--- config.mk ---
export PLATFORM = sky130hd
export DESIGN_NAME = pipe_mw_flat
export DESIGN_NICKNAME = d
export VERILOG_FILES = /design/src/rtl/pipe_mw_if.sv /design/src/rtl/pipe_mw.sv /design/src/flat_wrapper.sv
export SDC_FILE = /design/constraint.sdc
export NUM_CORES = 1
export LEC_CHECK = 0
export ABC_AREA = 1
export BUFFER_PORTS_ARGS = -buffer_cell sky130_fd_sc_hd__buf_2
export CORE_AREA = 2 2 128 118
export CTS_CLUSTER_DIAMETER = 150
export DETAILED_ROUTE_END_ITERATION = 8
export DIE_AREA = 0 0 130 120
export PLACE_DENSITY = 0.7
export SLEW_MARGIN = 20
export SYNTH_ARGS = -nofsm -noshare
export SYNTH_HDL_FRONTEND = slang
export SYNTH_SLANG_ARGS = --single-unit
--- constraint.sdc ---
create_clock -name clk -period 1.1 [get_ports clk]
set_input_delay 0.22 -clock clk [delete_from_list [all_inputs] [get_ports clk]]
set_output_delay 0.22 -clock clk [all_outputs]
set_load 0.05 [all_outputs]
--- src/rtl/pipe_mw_if.sv ---
// Memory->Writeback boundary bus: M-stage bundle in, W-stage register-file port out.
// Master drives the M-stage side; slave is the pipeline register.
interface pipe_mw_if #(
    parameter int DATA_WIDTH = 32,
    parameter int REG_AW     = 5
);
    logic                  ValidM;
    logic                  RegWriteM;
    logic [1:0]            ResultSrcM;
    logic [DATA_WIDTH-1:0] ALUResultM;
    logic [DATA_WIDTH-1:0] ReadDataM;
    logic [REG_AW-1:0]     RdM;
    logic [DATA_WIDTH-1:0] PCPlus4M;

    logic                  ValidW;
    logic                  RegWriteW;
    logic [REG_AW-1:0]     RdW;
    logic [DATA_WIDTH-1:0] ResultW;
    logic [1:0]            ResultSrcW;

    modport master (
        output ValidM, RegWriteM, ResultSrcM, ALUResultM,
        output ReadDataM, RdM, PCPlus4M,
        input  ValidW, RegWriteW, RdW, ResultW, ResultSrcW
    );

    modport slave (
        input  ValidM, RegWriteM, ResultSrcM, ALUResultM,
        input  ReadDataM, RdM, PCPlus4M,
        output ValidW, RegWriteW, RdW, ResultW, ResultSrcW
    );
endinterface

--- src/rtl/pipe_mw.sv ---
// M->W pipeline register with stall/flush and the write-back result mux.
// Optional RETIRE_CNT_EN adds a 64-bit retired-instruction counter output.
module pipe_mw #(
    parameter int DATA_WIDTH = 32,
    parameter int REG_AW     = 5
) (
    input  logic        clk,
    input  logic        rst,
    input  logic        en,
    input  logic        flush,
`ifdef RETIRE_CNT_EN
    output logic [63:0] RetireCnt,
`endif
    pipe_mw_if.slave    bus
);
    logic                  valid_q, valid_d;
    logic                  regwrite_q, regwrite_d;
    logic [1:0]            resultsrc_q, resultsrc_d;
    logic [DATA_WIDTH-1:0] alu_q, alu_d;
    logic [DATA_WIDTH-1:0] rdata_q, rdata_d;
    logic [REG_AW-1:0]     rd_q, rd_d;
    logic [DATA_WIDTH-1:0] pc4_q, pc4_d;
`ifdef RETIRE_CNT_EN
    logic [63:0]           retire_q, retire_d;
`endif

    always_comb begin
        valid_d     = valid_q;
        regwrite_d  = regwrite_q;
        resultsrc_d = resultsrc_q;
        alu_d       = alu_q;
        rdata_d     = rdata_q;
        rd_d        = rd_q;
        pc4_d       = pc4_q;
        // Flush beats stall; data fields are simply held on a bubble.
        if (flush) begin
            valid_d    = 1'b0;
            regwrite_d = 1'b0;
        end else if (en) begin
            valid_d     = bus.ValidM;
            regwrite_d  = bus.RegWriteM;
            resultsrc_d = bus.ResultSrcM;
            alu_d       = bus.ALUResultM;
            rdata_d     = bus.ReadDataM;
            rd_d        = bus.RdM;
            pc4_d       = bus.PCPlus4M;
        end
`ifdef RETIRE_CNT_EN
        retire_d = retire_q;
        if (valid_q && (en || flush))
            retire_d = retire_q + 64'd1;
`endif
    end

    always_ff @(posedge clk) begin
        if (rst) begin
            valid_q     <= 1'b0;
            regwrite_q  <= 1'b0;
            resultsrc_q <= 2'b00;
            alu_q       <= '0;
            rdata_q     <= '0;
            rd_q        <= '0;
            pc4_q       <= '0;
`ifdef RETIRE_CNT_EN
            retire_q    <= 64'd0;
`endif
        end else begin
            valid_q     <= valid_d;
            regwrite_q  <= regwrite_d;
            resultsrc_q <= resultsrc_d;
            alu_q       <= alu_d;
            rdata_q     <= rdata_d;
            rd_q        <= rd_d;
            pc4_q       <= pc4_d;
`ifdef RETIRE_CNT_EN
            retire_q    <= retire_d;
`endif
        end
    end

    always_comb begin
        bus.ResultW = '0;
        unique case (resultsrc_q)
            2'b00:   bus.ResultW = alu_q;
            2'b01:   bus.ResultW = rdata_q;
            2'b10:   bus.ResultW = pc4_q;
            default: bus.ResultW = '0;
        endcase
    end

    // x0 is hardwired, so a write there is never presented.
    assign bus.ValidW     = valid_q;
    assign bus.RegWriteW  = valid_q & regwrite_q & (rd_q != '0);
    assign bus.RdW        = rd_q;
    assign bus.ResultSrcW = resultsrc_q;
`ifdef RETIRE_CNT_EN
    assign RetireCnt      = retire_q;
`endif
endmodule

--- src/flat_wrapper.sv ---
// flat-port wrapper written by rule: the top's interface ports become plain ports
module pipe_mw_flat 
#(
    parameter int DATA_WIDTH = 32,
    parameter int REG_AW     = 5
)
  (clk, rst, en, flush, bus_ValidM, bus_RegWriteM, bus_ResultSrcM, bus_ALUResultM, bus_ReadDataM, bus_RdM, bus_PCPlus4M, bus_ValidW, bus_RegWriteW, bus_RdW, bus_ResultW, bus_ResultSrcW);
  pipe_mw_if #(.DATA_WIDTH(DATA_WIDTH), .REG_AW(REG_AW)) bus_i ();
  input  logic clk;
  input  logic rst;
  input  logic en;
  input  logic flush;
  input wire logic [$bits(bus_i.ValidM)-1:0] bus_ValidM;
  input wire logic [$bits(bus_i.RegWriteM)-1:0] bus_RegWriteM;
  input wire logic [$bits(bus_i.ResultSrcM)-1:0] bus_ResultSrcM;
  input wire logic [$bits(bus_i.ALUResultM)-1:0] bus_ALUResultM;
  input wire logic [$bits(bus_i.ReadDataM)-1:0] bus_ReadDataM;
  input wire logic [$bits(bus_i.RdM)-1:0] bus_RdM;
  input wire logic [$bits(bus_i.PCPlus4M)-1:0] bus_PCPlus4M;
  output wire logic [$bits(bus_i.ValidW)-1:0] bus_ValidW;
  output wire logic [$bits(bus_i.RegWriteW)-1:0] bus_RegWriteW;
  output wire logic [$bits(bus_i.RdW)-1:0] bus_RdW;
  output wire logic [$bits(bus_i.ResultW)-1:0] bus_ResultW;
  output wire logic [$bits(bus_i.ResultSrcW)-1:0] bus_ResultSrcW;
  assign bus_i.ValidM = bus_ValidM;
  assign bus_i.RegWriteM = bus_RegWriteM;
  assign bus_i.ResultSrcM = bus_ResultSrcM;
  assign bus_i.ALUResultM = bus_ALUResultM;
  assign bus_i.ReadDataM = bus_ReadDataM;
  assign bus_i.RdM = bus_RdM;
  assign bus_i.PCPlus4M = bus_PCPlus4M;
  assign bus_ValidW = bus_i.ValidW;
  assign bus_RegWriteW = bus_i.RegWriteW;
  assign bus_RdW = bus_i.RdW;
  assign bus_ResultW = bus_i.ResultW;
  assign bus_ResultSrcW = bus_i.ResultSrcW;
  pipe_mw #(.DATA_WIDTH(DATA_WIDTH), .REG_AW(REG_AW)) u_core (.clk(clk), .rst(rst), .en(en), .flush(flush), .bus(bus_i));
endmodule
Word level (Yosys, flattened, before mapping)
Index checks and enable logic that the tools add are counted.

Eq/ne operators: 2. Multiplexer cells: 1. Bitwise gates (word level): 3. Reductions and logical operators: 4.

Operators with widths (number): one-hot mux 32 bit (3 select lines) (1); nonzero test 5 bit (1); AND 1 bit (2); equality test 2 x 1 -> 1 bit, second input constant (1); equality test 2 bit, second input constant (1); logical NOT 2 bit (1); AND reduction 2 bit (1); OR reduction 2 bit (1); inverter 1 bit (1).

Flip-flop bits (word level): 105. Input port bits: 109. Output and inout port bits: 41. Word-level logic and storage cells: 17.

Depth between registers and ports, before layout
Gate-level depths: netlist of run 1.

Depth after elaboration: 2. Depth in mapped cells: 7.

Worst setup path before layout of run 1
OpenSTA, ideal clock, no wires.

Path kind: reg-to-output. Start: reg u_core.resultsrc_q[0] (netlist: u_core.bus.ResultSrcW[0]). End: out bus_ResultW[10]. Data arrival time: 1596 ps. Setup slack: -716 ps. Stages on the path, launching flop included: 6. Cells stage by stage: dfxtp_1 -> inv_1 -> nor2_1 -> buf_2 -> nand2_1 -> nand3_1.

Longest elaborated chain between the ends: 2. Elaborated cells between the ends (all ways): 4. Those cells by class: eq/ne (2); mux (1); reduce/logical (1).

RTL lines: from (decl) (line pipe_mw.sv:18) `logic [1:0] resultsrc_q, resultsrc_d;`; from (signal assigned) (line pipe_mw.sv:70) `resultsrc_q <= resultsrc_d;`; equality test 2 bit, or another cell as far along (line pipe_mw.sv:83) `unique case (resultsrc_q)`; one-hot mux 32 bit (3 select lines) (*) (line pipe_mw.sv:83); to (decl) (line flat_wrapper.sv:23) `output wire logic [$bits(bus_i.ResultW)-1:0] bus_ResultW;`.

Mark *: on every way between the ends. The rest lies on a longest branch, timed or not.

Final worst setup path of run 1
Start: reg u_core.resultsrc_q[1] (netlist: u_core.bus.ResultSrcW[1]). End: out bus_ResultW[9].

The elaborated chain is that of the path after synthesis.

==> impl.org, run 1 <==
** Drt
- Routed wirelength normalized by instance count :: 13.2 microns
- Detail Route Antenna Nets :: 0
- Pre-antenna DRT Iters :: 4
- Vias after detailed routing :: 4920
- For this run, design rule violations remaining after detail routing come to 0.
- Post-detailed-routing wire length :: 14000 microns
- The first routing iteration left 259 violations.
- In the routed layout, each cell is associated on average with a via count of 4.66.

** Synth
- Counting flops and latches in the post-synthesis netlist gives 105.
- Sequential cell area fraction in the yosys report :: 0.427
- The share of synthesized area in the top cell type comes to 0.427.
- Syn Inst Count :: 723
- Yosys mapped the design onto 13 distinct sky130hd cell types.
- Yosys warnings :: 0
- Summed over all instances, the cell type with the most area after synthesis is sky130_fd_sc_hd__dfxtp_1.
- Post-Synthesis Cell Area :: 4920 sq um
- Syn Area/Cell :: 6.80 sq um
- Main area contributors after synthesis :: sky130_fd_sc_hd__dfxtp_1 43%, sky130_fd_sc_hd__nor2_1 16%, sky130_fd_sc_hd__nand2_1 16%
- Counting every net in the synthesized netlist gives 832.

** Timing
- Derived from the worst setup path, the maximum achievable clock frequency is 578 MHz.
- Final critical path time including I/O delays and setup :: 1.73 ns
- Clock skew on the completed layout was measured at 0 ns.
- Across all hold checks on the routed design, the worst slack comes to 0.132 ns.
- Crit path setup slack, layout :: -0.630 ns
- Number of setup violations in the final report :: 39
- Unrepaired setup endpoints after global routing :: true
- Worst-case headroom to the max-slew limit :: 0.803
- Setup TNS :: -20.06 ns
- Final count of pins violating max slew :: 0
- Ratio of final minimum period to clock period :: 1.57
- Worst Tran Pin Value :: 0.296 ns
- Final hold violation count :: 0

** Critical path
- STA classifies the critical path endpoint as an output pin.
- Sort of element at the start of the critical path :: flip-flop
- Highest net fanout along the worst path :: 16
- CP Data Arrival Time :: 1.51 ns
- Origin of the critical flop-to-flop path :: u_core.bus.ResultSrcW[1]$_SDFFE_PP0P_
- Launch point of the critical path :: u_core.bus.ResultSrcW[1]$_SDFFE_PP0P_
- For flop-to-flop paths, the worst setup slack is 0.34 ns.
- Worst path cell trace :: buf_4, nor2_4, buf_12, nand2_1, nand3_4, buf_8
- For this run, the slowest stage of the critical path takes 0.37 ns.
- Kind of cell adding the most delay to the critical path :: buffers and inverters
- The critical path in this run is classified as reg2out.
- WP buf/inv :: 3
- Critical Path RT :: 0.88 ns
- Library cell contributing the largest single delay on the critical path :: sky130_fd_sc_hd__dfxtp_4

** GRT
- Total global-route track usage :: 0.179
- Entering global routing, the biggest net connects 67 pins.
- Global routing finished with a remaining overflow of 0.
- The first global-routing pass estimated 21900 microns of wire.
- The via count of the first global-routing pass came to 4503.
- The number of antenna violations at the first check in global routing was 0.

** Pwr
- Total power density per cell area :: 1360 nW/um^2
- For this design the static power due to leakage is 3.38 nW.
- VDD IR-drop max :: 0.824 mV

** Floorplanning
- Row generation in the floorplan step produced 42 rows.
- After floorplanning, the core was sized to cover 14300 sq um.
- Starting utilization of the core area :: 0.343
- Die outline area :: 15600 sq um
- Pin placement for this block handled 150 I/O pins.
- Die Span X :: 130 microns
- Die Ht :: 120 microns

** CTS
- TritonCTS built the clock tree.
- Insertion delay of the later-clocked pin in the worst-skew pair :: 0.34 ns
- Clock root buffer :: sky130_fd_sc_hd__clkbuf_16
- The H-tree generated during clock tree synthesis spans 3 levels.
- Worst-path clk slew :: 0.07 ns
- The number of hold buffers added after CTS was 0.
- Clock buffer depth :: 2
- TritonCTS created 9 clock buffers.
- Count of clock tree sinks :: 105

** Outcome
- The checks that failed: negative setup slack.
- Outcome :: finished, violations left

** Placement
- Buffers placed on the I/O ports in this run total 149.
- Post-placement setup slack :: -0.353 ns
- Area post-placement :: 6430 sq um
- GP Congestion :: 0.737
- Detailed placer's ending HPWL :: 8900 microns

** Cells and area
- Design Area, Final :: 7280 sq um
- Compared with the post-synthesis result, the final layout area differs by 48.1%.
- ANT cells :: 0
- After the last flow step, the layout net total stands at 962.
- Of the cells placed in the final design, the portion with a size suffix greater than 1 is 0.314.
- Fin util :: 0.508

** Job
- Max-cap violations in this run came to 0.

** Hold path
- The startpoint identified for the worst hold timing path is bus_RegWriteM.
- The min-delay analysis places its worst path in the category in2reg.
worst paths after layout:
check,end,cells past startpoint
worst max register to register,u_core.bus.ResultSrcW[1]$_SDFFE_PP0P_,3
worst min register to register,u_core.regwrite_q$_SDFFE_PP0P_,2
worst max-delay path,bus_ResultW[9],6
worst min-delay path,u_core.regwrite_q$_SDFFE_PP0P_,3
layout by cell type (no fill, tap or decap), types with 3 or more instances in the layout:
cell type                     n
sky130_fd_sc_hd__buf_4        6
sky130_fd_sc_hd__clkinv_2     3
sky130_fd_sc_hd__nand2_2     26
sky130_fd_sc_hd__buf_12      13
sky130_fd_sc_hd__buf_6        7
sky130_fd_sc_hd__buf_2      107
sky130_fd_sc_hd__dfxtp_2      3
sky130_fd_sc_hd__buf_8       40
sky130_fd_sc_hd__clkbuf_16    9
sky130_fd_sc_hd__nand3_4     32
sky130_fd_sc_hd__inv_2        3
sky130_fd_sc_hd__dfxtp_4      5
sky130_fd_sc_hd__nor2_4       6
sky130_fd_sc_hd__nor2_1     206
sky130_fd_sc_hd__nand3b_1   103
sky130_fd_sc_hd__nand2_1    178
sky130_fd_sc_hd__dfxtp_1     97
tightest hold or removal path: cells and delay by family:
kind                   cells  cell delay (ns)
AOI/OAI and AO/OA          1             0.06
and+or+nand+nor            1             0.05
buffers and inverters      1             0.09
power breakdown:
part	internal (W)	leakage [nW]	switching, W
Sequential	0.00405	0.871	0.000150
Combinational	0.00106	2.36	0.00136
Clock	0.00189	0.149	0.00140
Total	0.00701	3.38	0.00291
synthesized netlist by cell type (all sizes together):
library cell and n:
buf 36, a21oi 2, dfxtp 105, nor2 212, nand3 33, nand2 206
inv 8, clkbuf 18, nand3b 103
sequential cells by signal, summed over array words and instances, names as in the netlist:
signal                 count
u_core.alu_q              32
u_core.pc4_q              32
u_core.rdata_q            32
u_core.bus.RdW             5
u_core.bus.ResultSrcW      2
u_core.bus.ValidW          1
u_core.regwrite_q          1
metal layers:
metal | GRT usage | wire length (microns) | vias to the layer above | part of all wire
met5 | 0 | 0 | - | 0
met4 | 0.0437 | 174 | 0 | 0.012
li1 | - | - | 2523 | -
met2 | 0.305 | 6790 | 146 | 0.49
met3 | 0.0441 | 853 | 13 | 0.061
met1 | 0.227 | 6150 | 2238 | 0.44
cell families (layout without fill, tap and decap cells):
logic type             after synthesis  after routing  share of synthesized area
DFF                                105            105                      0.427
buffers and inverters               62            197                     0.0595
AOI/OAI and AO/OA                    2              2                    0.00203
and+or+nand+nor                    554            554                      0.511
metrics by stage:
step,total power (W),instances
after floorplan,0.00575,723
after global placement,0.00632,1036
after detailed placement,0.00634,1036
after CTS,0.0100,1059
after global routing,0.0104,1056
final,0.00992,1056
cell type report:
type / instances / area [sq um]
clock buffers: 12 / 256
clock inverters: 4 / 51.3
fillers: 1411 / 7060
inverters: 8 / 36.3
multi-input cells: 556 / 3050
flip-flops and latches: 105 / 2120
well taps: 198 / 248
repair buffers: 173 / 1520
timing repair:
item                                   CTS  global route
endpoints found under the hold margin    0             0
setup buffers                            5             1
gates resized for setup                147            16
cloned                                   2             0
setup endpoints to repair               41            40
pin swaps                                5             3
No activity file was read; power rests on OpenSTA's default activity.
==> inputs of run 2 (changes only) <==
--- a/config.mk
+++ b/config.mk
@@ -5,13 +5,13 @@
 export SDC_FILE = /design/constraint.sdc
 export NUM_CORES = 1
 export LEC_CHECK = 0
-export ABC_AREA = 1
+export ABC_AREA = 0
 export BUFFER_PORTS_ARGS = -buffer_cell sky130_fd_sc_hd__buf_2
-export CORE_AREA = 2 2 128 118
+export CORE_AREA = 2 2 120 110
 export CTS_CLUSTER_DIAMETER = 150
 export DETAILED_ROUTE_END_ITERATION = 8
-export DIE_AREA = 0 0 130 120
-export PLACE_DENSITY = 0.7
+export DIE_AREA = 0 0 122 112
+export PLACE_DENSITY = 0.71
 export SLEW_MARGIN = 20
 export SYNTH_ARGS = -nofsm -noshare
 export SYNTH_HDL_FRONTEND = slang
==> impl.org, run 2 <==
** Outcome
- Outcome :: finished, violations left
- Violated checks :: negative setup slack

** Drt
- Pre-antenna DRT Iters :: 6
- Vias per Instance :: 4.77
- Post-detailed-routing wire length :: 12200 microns
- Detail Route Antenna Nets :: 0
- After detailed routing, the average wire length per cell comes to 13.7 microns.
- Post-route DRC violation count :: 0
- Vias after detailed routing :: 4239
- The detailed router finished its first iteration with 204 violations.

** Cells and area
- In the final layout, the share of cells above drive strength 1 is 0.374.
- Fill cells in the final layout number 1171.
- For this run, the post-layout net count is 828.
- Synthesis-to-layout area growth :: 52.4%
- Most frequent cells in the layout :: 238 x sky130_fd_sc_hd__nand2_1, 107 x sky130_fd_sc_hd__buf_2, 103 x sky130_fd_sc_hd__a21oi_1
- 0 antenna diodes ended up in the layout.
- Most common cell after layout, fill and taps aside :: sky130_fd_sc_hd__nand2_1
- The largest registers in the layout are u_core.alu_q x32, u_core.pc4_q x32, u_core.rdata_q x32.
- Measured on the finished design, the core utilization comes to 0.524.

** Synth
- Counting every net in the synthesized netlist gives 672.
- Synth unique cells :: 15
- Number of synthesized flops with an enable pin :: 0
- A synthesized cell averages 7.61 sq um.
- Synth async-reset ratio :: 0
- Of the post-synthesis cell area, the dominant cell type holds 0.491.
- After technology mapping, the gate count stands at 563.
- The synthesized design spends more area on one cell type than any other, namely sky130_fd_sc_hd__dfxtp_1.
- Leading register cell type out of synthesis :: sky130_fd_sc_hd__dfxtp_1
- The synthesized netlist occupies a cell area of 4280 sq um.
- Main area contributors after synthesis :: sky130_fd_sc_hd__dfxtp_1 49%, sky130_fd_sc_hd__nand2_1 21%, sky130_fd_sc_hd__a21oi_1 12%
- Most instantiated cells after synthesis :: 238 x sky130_fd_sc_hd__nand2_1, 105 x sky130_fd_sc_hd__dfxtp_1, 103 x sky130_fd_sc_hd__a21oi_1, 34 x sky130_fd_sc_hd__mux2i_1, 31 x sky130_fd_sc_hd__o21ai_0
- Yosys printed 0 warnings.
- Sequential cell area fraction in the yosys report :: 0.491
- Counting flops and latches in the post-synthesis netlist gives 105.
- Most frequent cell after synthesis :: sky130_fd_sc_hd__nand2_1

** Timing
- In the post-route analysis, the smallest setup slack over all paths is -0.640 ns.
- Worst Tran Pin Value :: 0.494 ns
- Dividing the final minimum period by the clock period gives 1.58.
- The tightest hold path in the finished design has a slack of 0.115 ns.
- The max-slew violation count came to 0.
- Number of setup violations in the final report :: 38
- In this run the tightest slew margin relative to its limit is 0.671.
- Max Fclk :: 575 MHz
- Final critical path time including I/O delays and setup :: 1.74 ns
- The final count of hold timing violations was 0.
- Unrepaired setup endpoints after global routing :: true
- Clock skew on the completed layout was measured at 0 ns.
- Setup TNS :: -20.27 ns

** Pwr
- Switching Fraction :: 0.276
- Cell internal pwr :: 0.00620 W
- Of the total power, combinational logic draws 0.185.
- The share of total power dissipated in the clock network is 0.338.
- VDD IR-drop max :: 0.911 mV
- Standby leakage power :: 2.53 nW
- Summing internal, switching and leakage power gives 0.00857 W.
- Switching power summed over all nets :: 0.00237 W
- Dividing total power by cell area gives a power density of 1310 nW/um^2.
- Portion of total power attributed to sequential cells :: 0.477

** CTS
- TritonCTS created 9 clock buffers.
- Clock buffer depth :: 2
- Quantity of hold-fixing buffers added after cts :: 0
- Clock tree synthesis selected as its root buffer the cell sky130_fd_sc_hd__clkbuf_16.
- Count of clock tree sinks :: 105
- Clock tree from TritonCTS :: done
- Insertion delay of the later-clocked pin in the worst-skew pair :: 0.34 ns
- After clock tree synthesis, the clock-pin slew on the worst setup and hold paths is 0.07 ns.
- CTS H-tree lvls :: 3

** GRT
- The number of antenna violations at the first check in global routing was 0.
- In the global route stage, overall resource usage came out at 0.179.
- Global-route wire length before repair :: 19500 microns
- Global route overflow :: 0
- The via count of the first global-routing pass came to 4064.
- Entering global routing, the biggest net connects 47 pins.

** Placement
- Post-placement setup slack :: -0.317 ns
- GP Congestion :: 0.771
- Once detailed placement completed, the half-perimeter wirelength came to 8440 microns.
- Quantity of I/O buffers inserted on ports :: 149

** Floorplanning
- The floorplan has 39 rows.
- Placeable core region :: 12400 sq um
- From left edge to right edge, the die measures 122 microns.
- Die Ht :: 112 microns
- Die outline area :: 13700 sq um
- For this design the top-level I/O count stands at 150.
- The initial utilization of the core area, before any placement, comes to 0.344.

** Critical path
- The worst setup path is launched from a flip-flop.
- The worst setup path is captured at an output pin.
- The largest single stage delay on the critical path is 0.38 ns.
- Of all nets on the critical path, the largest fanout is 2.
- The largest individual stage delay along the critical path comes from the cell sky130_fd_sc_hd__or3_4.
- CP Data Arrival Time :: 1.52 ns
- Walking the worst path, the cells encountered are or3_4, o311a_4, buf_8.
- Type of the worst setup path :: reg2out
- Critical Path RT :: 0.88 ns

** Job
- Maxcap violations :: 0

** Hold path
- The worst hold path belongs to the class in2reg.
[run 2: cell count changes after synthesis, moves of 31 or more]
cell / change
sky130_fd_sc_hd__o21ai_0: +31
sky130_fd_sc_hd__nand2_1: +32
sky130_fd_sc_hd__nor2_1: -211
sky130_fd_sc_hd__a21oi_1: +101
sky130_fd_sc_hd__nand3_1: -33
sky130_fd_sc_hd__mux2i_1: +34
sky130_fd_sc_hd__nand3b_1: -103
[run 2: path summary, 6_finish.rpt]
kind / endpoint / slack, ns / depth (start not counted) / startpoint
max: bus_RegWriteW / -0.64 / 3 / u_core.bus.RdW[4]$_SDFFE_PP0P_
min: u_core.bus.ResultSrcW[1]$_SDFFE_PP0P_ / 0.11 / 3 / bus_ResultSrcM[1]
max reg2reg: u_core.bus.ResultSrcW[0]$_SDFFE_PP0P_ / 0.19 / 3 / u_core.bus.ResultSrcW[0]$_SDFFE_PP0P_
min reg2reg: u_core.rdata_q[28]$_SDFFE_PP0P_ / 0.45 / 2 / u_core.rdata_q[28]$_SDFFE_PP0P_
[run 2: cell type report]
class / count / area, sq um / area share
repair buffers: 189 / 1450 / 0.223
clock inverters: 4 / 30.0 / 0.00460
well taps: 164 / 205 / 0.0314
flip-flops and latches: 105 / 2120 / 0.325
clock buffers: 12 / 236 / 0.0362
multi-input cells: 414 / 2480 / 0.380
[run 2: cells by family (layout without fill, tap and decap cells)]
logic type,after synthesis,count (layout),share of synthesized area
compound gates,136,136,0.160
buf+inv,44,205,0.0523
flops,105,105,0.491
mux,34,34,0.0795
simple gates,244,244,0.217
[run 2: through the flow]
| step | instance area [sq um] | cells |
|---|---|---|
| 2_1_floorplan | 4730 | 563 |
| 3_3_place_gp | 5860 | 870 |
| 3_5_place_dp | 5860 | 870 |
| 4_1_cts | 6480 | 886 |
| 5_1_grt | 6530 | 888 |
| 6_report | 6530 | 888 |
[run 2: what timing repair did]
item	4_1_cts	5_1_grt
pin swaps	0	1
endpoints found under the setup margin	41	41
setup buffers	0	3
gates resized for setup	103	8
[run 2: worst max-delay path: cells and delay by family, from the launching register on]
family,cells,cell delay (ns)
and+or+nand+nor,1,0.38
DFF,1,0.33
AOI/OAI and AO/OA,1,0.32
buffers and inverters,1,0.15
[run 2: power by group through the flow]
stage                     combinational [W]  sequential, W  clock [W]
final                               0.00158        0.00409    0.00290
after global routing                0.00170        0.00411    0.00315
after CTS                           0.00158        0.00409    0.00300
after detailed placement            0.00144        0.00416          0
after global placement              0.00143        0.00415          0
after floorplan                    0.000890        0.00418          0
[run 2: layer usage]
| metal | share of wire | global-route usage | up-vias |
|---|---|---|---|
| met5 | 0 | 0 | - |
| met4 | 0.0084 | 0.0398 | 0 |
| met3 | 0.068 | 0.0548 | 9 |
| met2 | 0.48 | 0.302 | 115 |
| met1 | 0.44 | 0.224 | 1961 |
| li1 | - | - | 2154 |
==> inputs of run 3 (changes only) <==
--- a/config.mk
+++ b/config.mk
@@ -11,6 +11,7 @@
 export CTS_CLUSTER_DIAMETER = 150
 export DETAILED_ROUTE_END_ITERATION = 8
 export DIE_AREA = 0 0 122 112
+export MAX_ROUTING_LAYER = met4
 export PLACE_DENSITY = 0.71
 export SLEW_MARGIN = 20
 export SYNTH_ARGS = -nofsm -noshare
==> impl.org, run 3 (synthesized netlist as in run 2, its figures left out) <==
** GRT
- The via count of the first global-routing pass was 4073.
- Entering global routing, the biggest net connects 47 pins.
- Total global-route track usage :: 0.184
- Global route overflow :: 0
- Global-route wire length before repair :: 19400 microns
- Number of antenna violations at the first check in global routing :: 0

** Cells and area
- The filler cells instantiated in the layout total 1171.
- From synthesis to final layout, the design area changed by 52.4%.
- The multi-input combinational cells in the finished layout cover a total of 2480 sq um.
- The library cells used most frequently in the layout, excluding fill and tap cells, are 238 x sky130_fd_sc_hd__nand2_1, 107 x sky130_fd_sc_hd__buf_2, 103 x sky130_fd_sc_hd__a21oi_1.
- Design Area, Final :: 6530 sq um
- ANT cells :: 0
- Fin util :: 0.524
- Share of cells above drive strength 1 :: 0.374
- Across the whole layout, storage elements account for 2120 sq um.
- Total Nets Final :: 828
- Most common cell after layout, fill and taps aside :: sky130_fd_sc_hd__nand2_1
- The largest registers in the layout are u_core.alu_q x32, u_core.pc4_q x32, u_core.rdata_q x32.

** Critical path
- Critical Path RT :: 0.88 ns
- Sort of element at the start of the critical path :: flip-flop
- The worst setup path is captured at an output pin.
- Highest net fanout along the worst path :: 3
- By startpoint and endpoint, the worst setup path is classified as reg2out.
- Data arrives at the worst endpoint at 1.52 ns.

** Placement
- Detailed placer's ending HPWL :: 8440 microns
- GP Congestion :: 0.781
- The placed instances occupy a cell area of 5860 sq um.
- Quantity of I/O buffers inserted on ports :: 149

** CTS
- In this run the number of H-tree levels came out at 3.
- Counting every sink on the clock net gives 105.
- The cell sitting at the root of the clock tree is a sky130_fd_sc_hd__clkbuf_16.
- Quantity of hold-fixing buffers added after cts :: 0
- Clock tree from TritonCTS :: done
- Insertion delay of the later-clocked pin in the worst-skew pair :: 0.34 ns
- Clock tree synthesis inserted a total of 9 buffers.
- Clock-pin slew was measured on the worst setup and hold paths at 0.07 ns.
- Clock buffer depth :: 2

** Timing
- Clock skew :: 0 ns
- In the finished design, the share of the clock period the worst path needs comes to 1.58.
- The max-slew violation count came to 0.
- The final count of hold timing violations is 0.
- Number of setup violations in the final report :: 38
- After routing, the total negative slack on setup checks comes to -20.28 ns.
- Crit path setup slack, layout :: -0.639 ns
- Headroom to the max-slew limit came out at 0.670.
- Max Fclk :: 575 MHz
- Unrepaired setup endpoints after global routing :: true
- For the pin with the worst max-slew slack, the measured transition is 0.494 ns.
- The routed design could run at a clock period as short as 1.74 ns.

** Pwr
- For this design the static power due to leakage is 2.53 nW.
- Final Power :: 0.00857 W
- VDD IR-drop max :: 0.908 mV
- Power spread over the standard cell area amounts to 1310 nW/um^2.

** Drt
- Vias per Instance :: 4.80
- After detailed routing, the number of remaining DRC violations is 0.
- Post-detailed-routing wire length :: 12200 microns
- The detailed router finished its first iteration with 187 violations.
- Detail Route Antenna Nets :: 0
- Vias after detailed routing :: 4261
- Routed wirelength normalized by instance count :: 13.8 microns
- Pre-antenna DRT Iters :: 7

** Job
- Maxcap violations :: 0

** Floorplanning
- Die outline area :: 13700 sq um
- The floorplan step set the die height to 112 microns.
- In this run the standard cell core region covers 12400 sq um.
- Die Span X :: 122 microns
- Number of core rows :: 39
- I/O pin count :: 150
- For this configuration, the core starts out at a cell density of 0.344.

** Outcome
- The final reports fail on negative setup slack.
- Outcome :: finished, violations left

** Hold path
- Worst min-delay path class :: in2reg
run 3: worst paths after layout:
path / startpoint / to / slack, ns / cells past startpoint
max reg2reg: u_core.bus.ResultSrcW[0]$_SDFFE_PP0P_ / u_core.bus.ResultSrcW[0]$_SDFFE_PP0P_ / 0.18 / 3
min reg2reg: u_core.rdata_q[29]$_SDFFE_PP0P_ / u_core.rdata_q[29]$_SDFFE_PP0P_ / 0.45 / 2
min: bus_ResultSrcM[1] / u_core.bus.ResultSrcW[1]$_SDFFE_PP0P_ / 0.11 / 3
max: u_core.bus.RdW[0]$_SDFFE_PP0P_ / bus_RegWriteW / -0.64 / 3
run 3: layer usage:
layer	GRT usage	routed length, microns	vias to the layer above
li1	-	-	2153
met1	0.226	5570	1990
met2	0.303	5870	106
met3	0.0482	709	12
met4	0.0398	104	0
met5	-	0	-
run 3: metrics by stage:
| step | worst slack, ns | instances | hold slack [ns] |
|---|---|---|---|
| floorplan | -0.335 | 563 | 0.299 |
| global placement | -0.311 | 870 | 0.441 |
| detailed placement | -0.317 | 870 | 0.446 |
| CTS | -0.655 | 886 | 0.0971 |
| global route | -0.710 | 888 | 0.104 |
| finish | -0.639 | 888 | 0.114 |
run 3: report_power, final:
group,internal [W],total (W),switching [W],leakage [nW]
logic,0.000689,0.00158,0.000896,1.55
clock network,0.00154,0.00290,0.00136,0.115
registers,0.00397,0.00409,0.000115,0.863
total,0.00620,0.00857,0.00237,2.53
run 3: area by class of cell:
cell class | instances | share of cell area
sequential | 105 | 0.325
clock buffer | 12 | 0.0362
multi-input combinational | 414 | 0.380
clock inverter | 4 | 0.00460
tap | 164 | 0.0314
timing repair buffer | 189 | 0.223
run 3: what timing repair did:
action,in CTS,in global routing
pin swaps,0,1
setup buffers,0,3
gates resized for setup,103,8
setup endpoints to repair,41,41
run 3: critical path: stages, from the launching register on:
cell	delay, ns
sky130_fd_sc_hd__dfxtp_2	0.34
sky130_fd_sc_hd__or3_4	0.36
sky130_fd_sc_hd__o311a_4	0.32
sky130_fd_sc_hd__buf_8	0.15
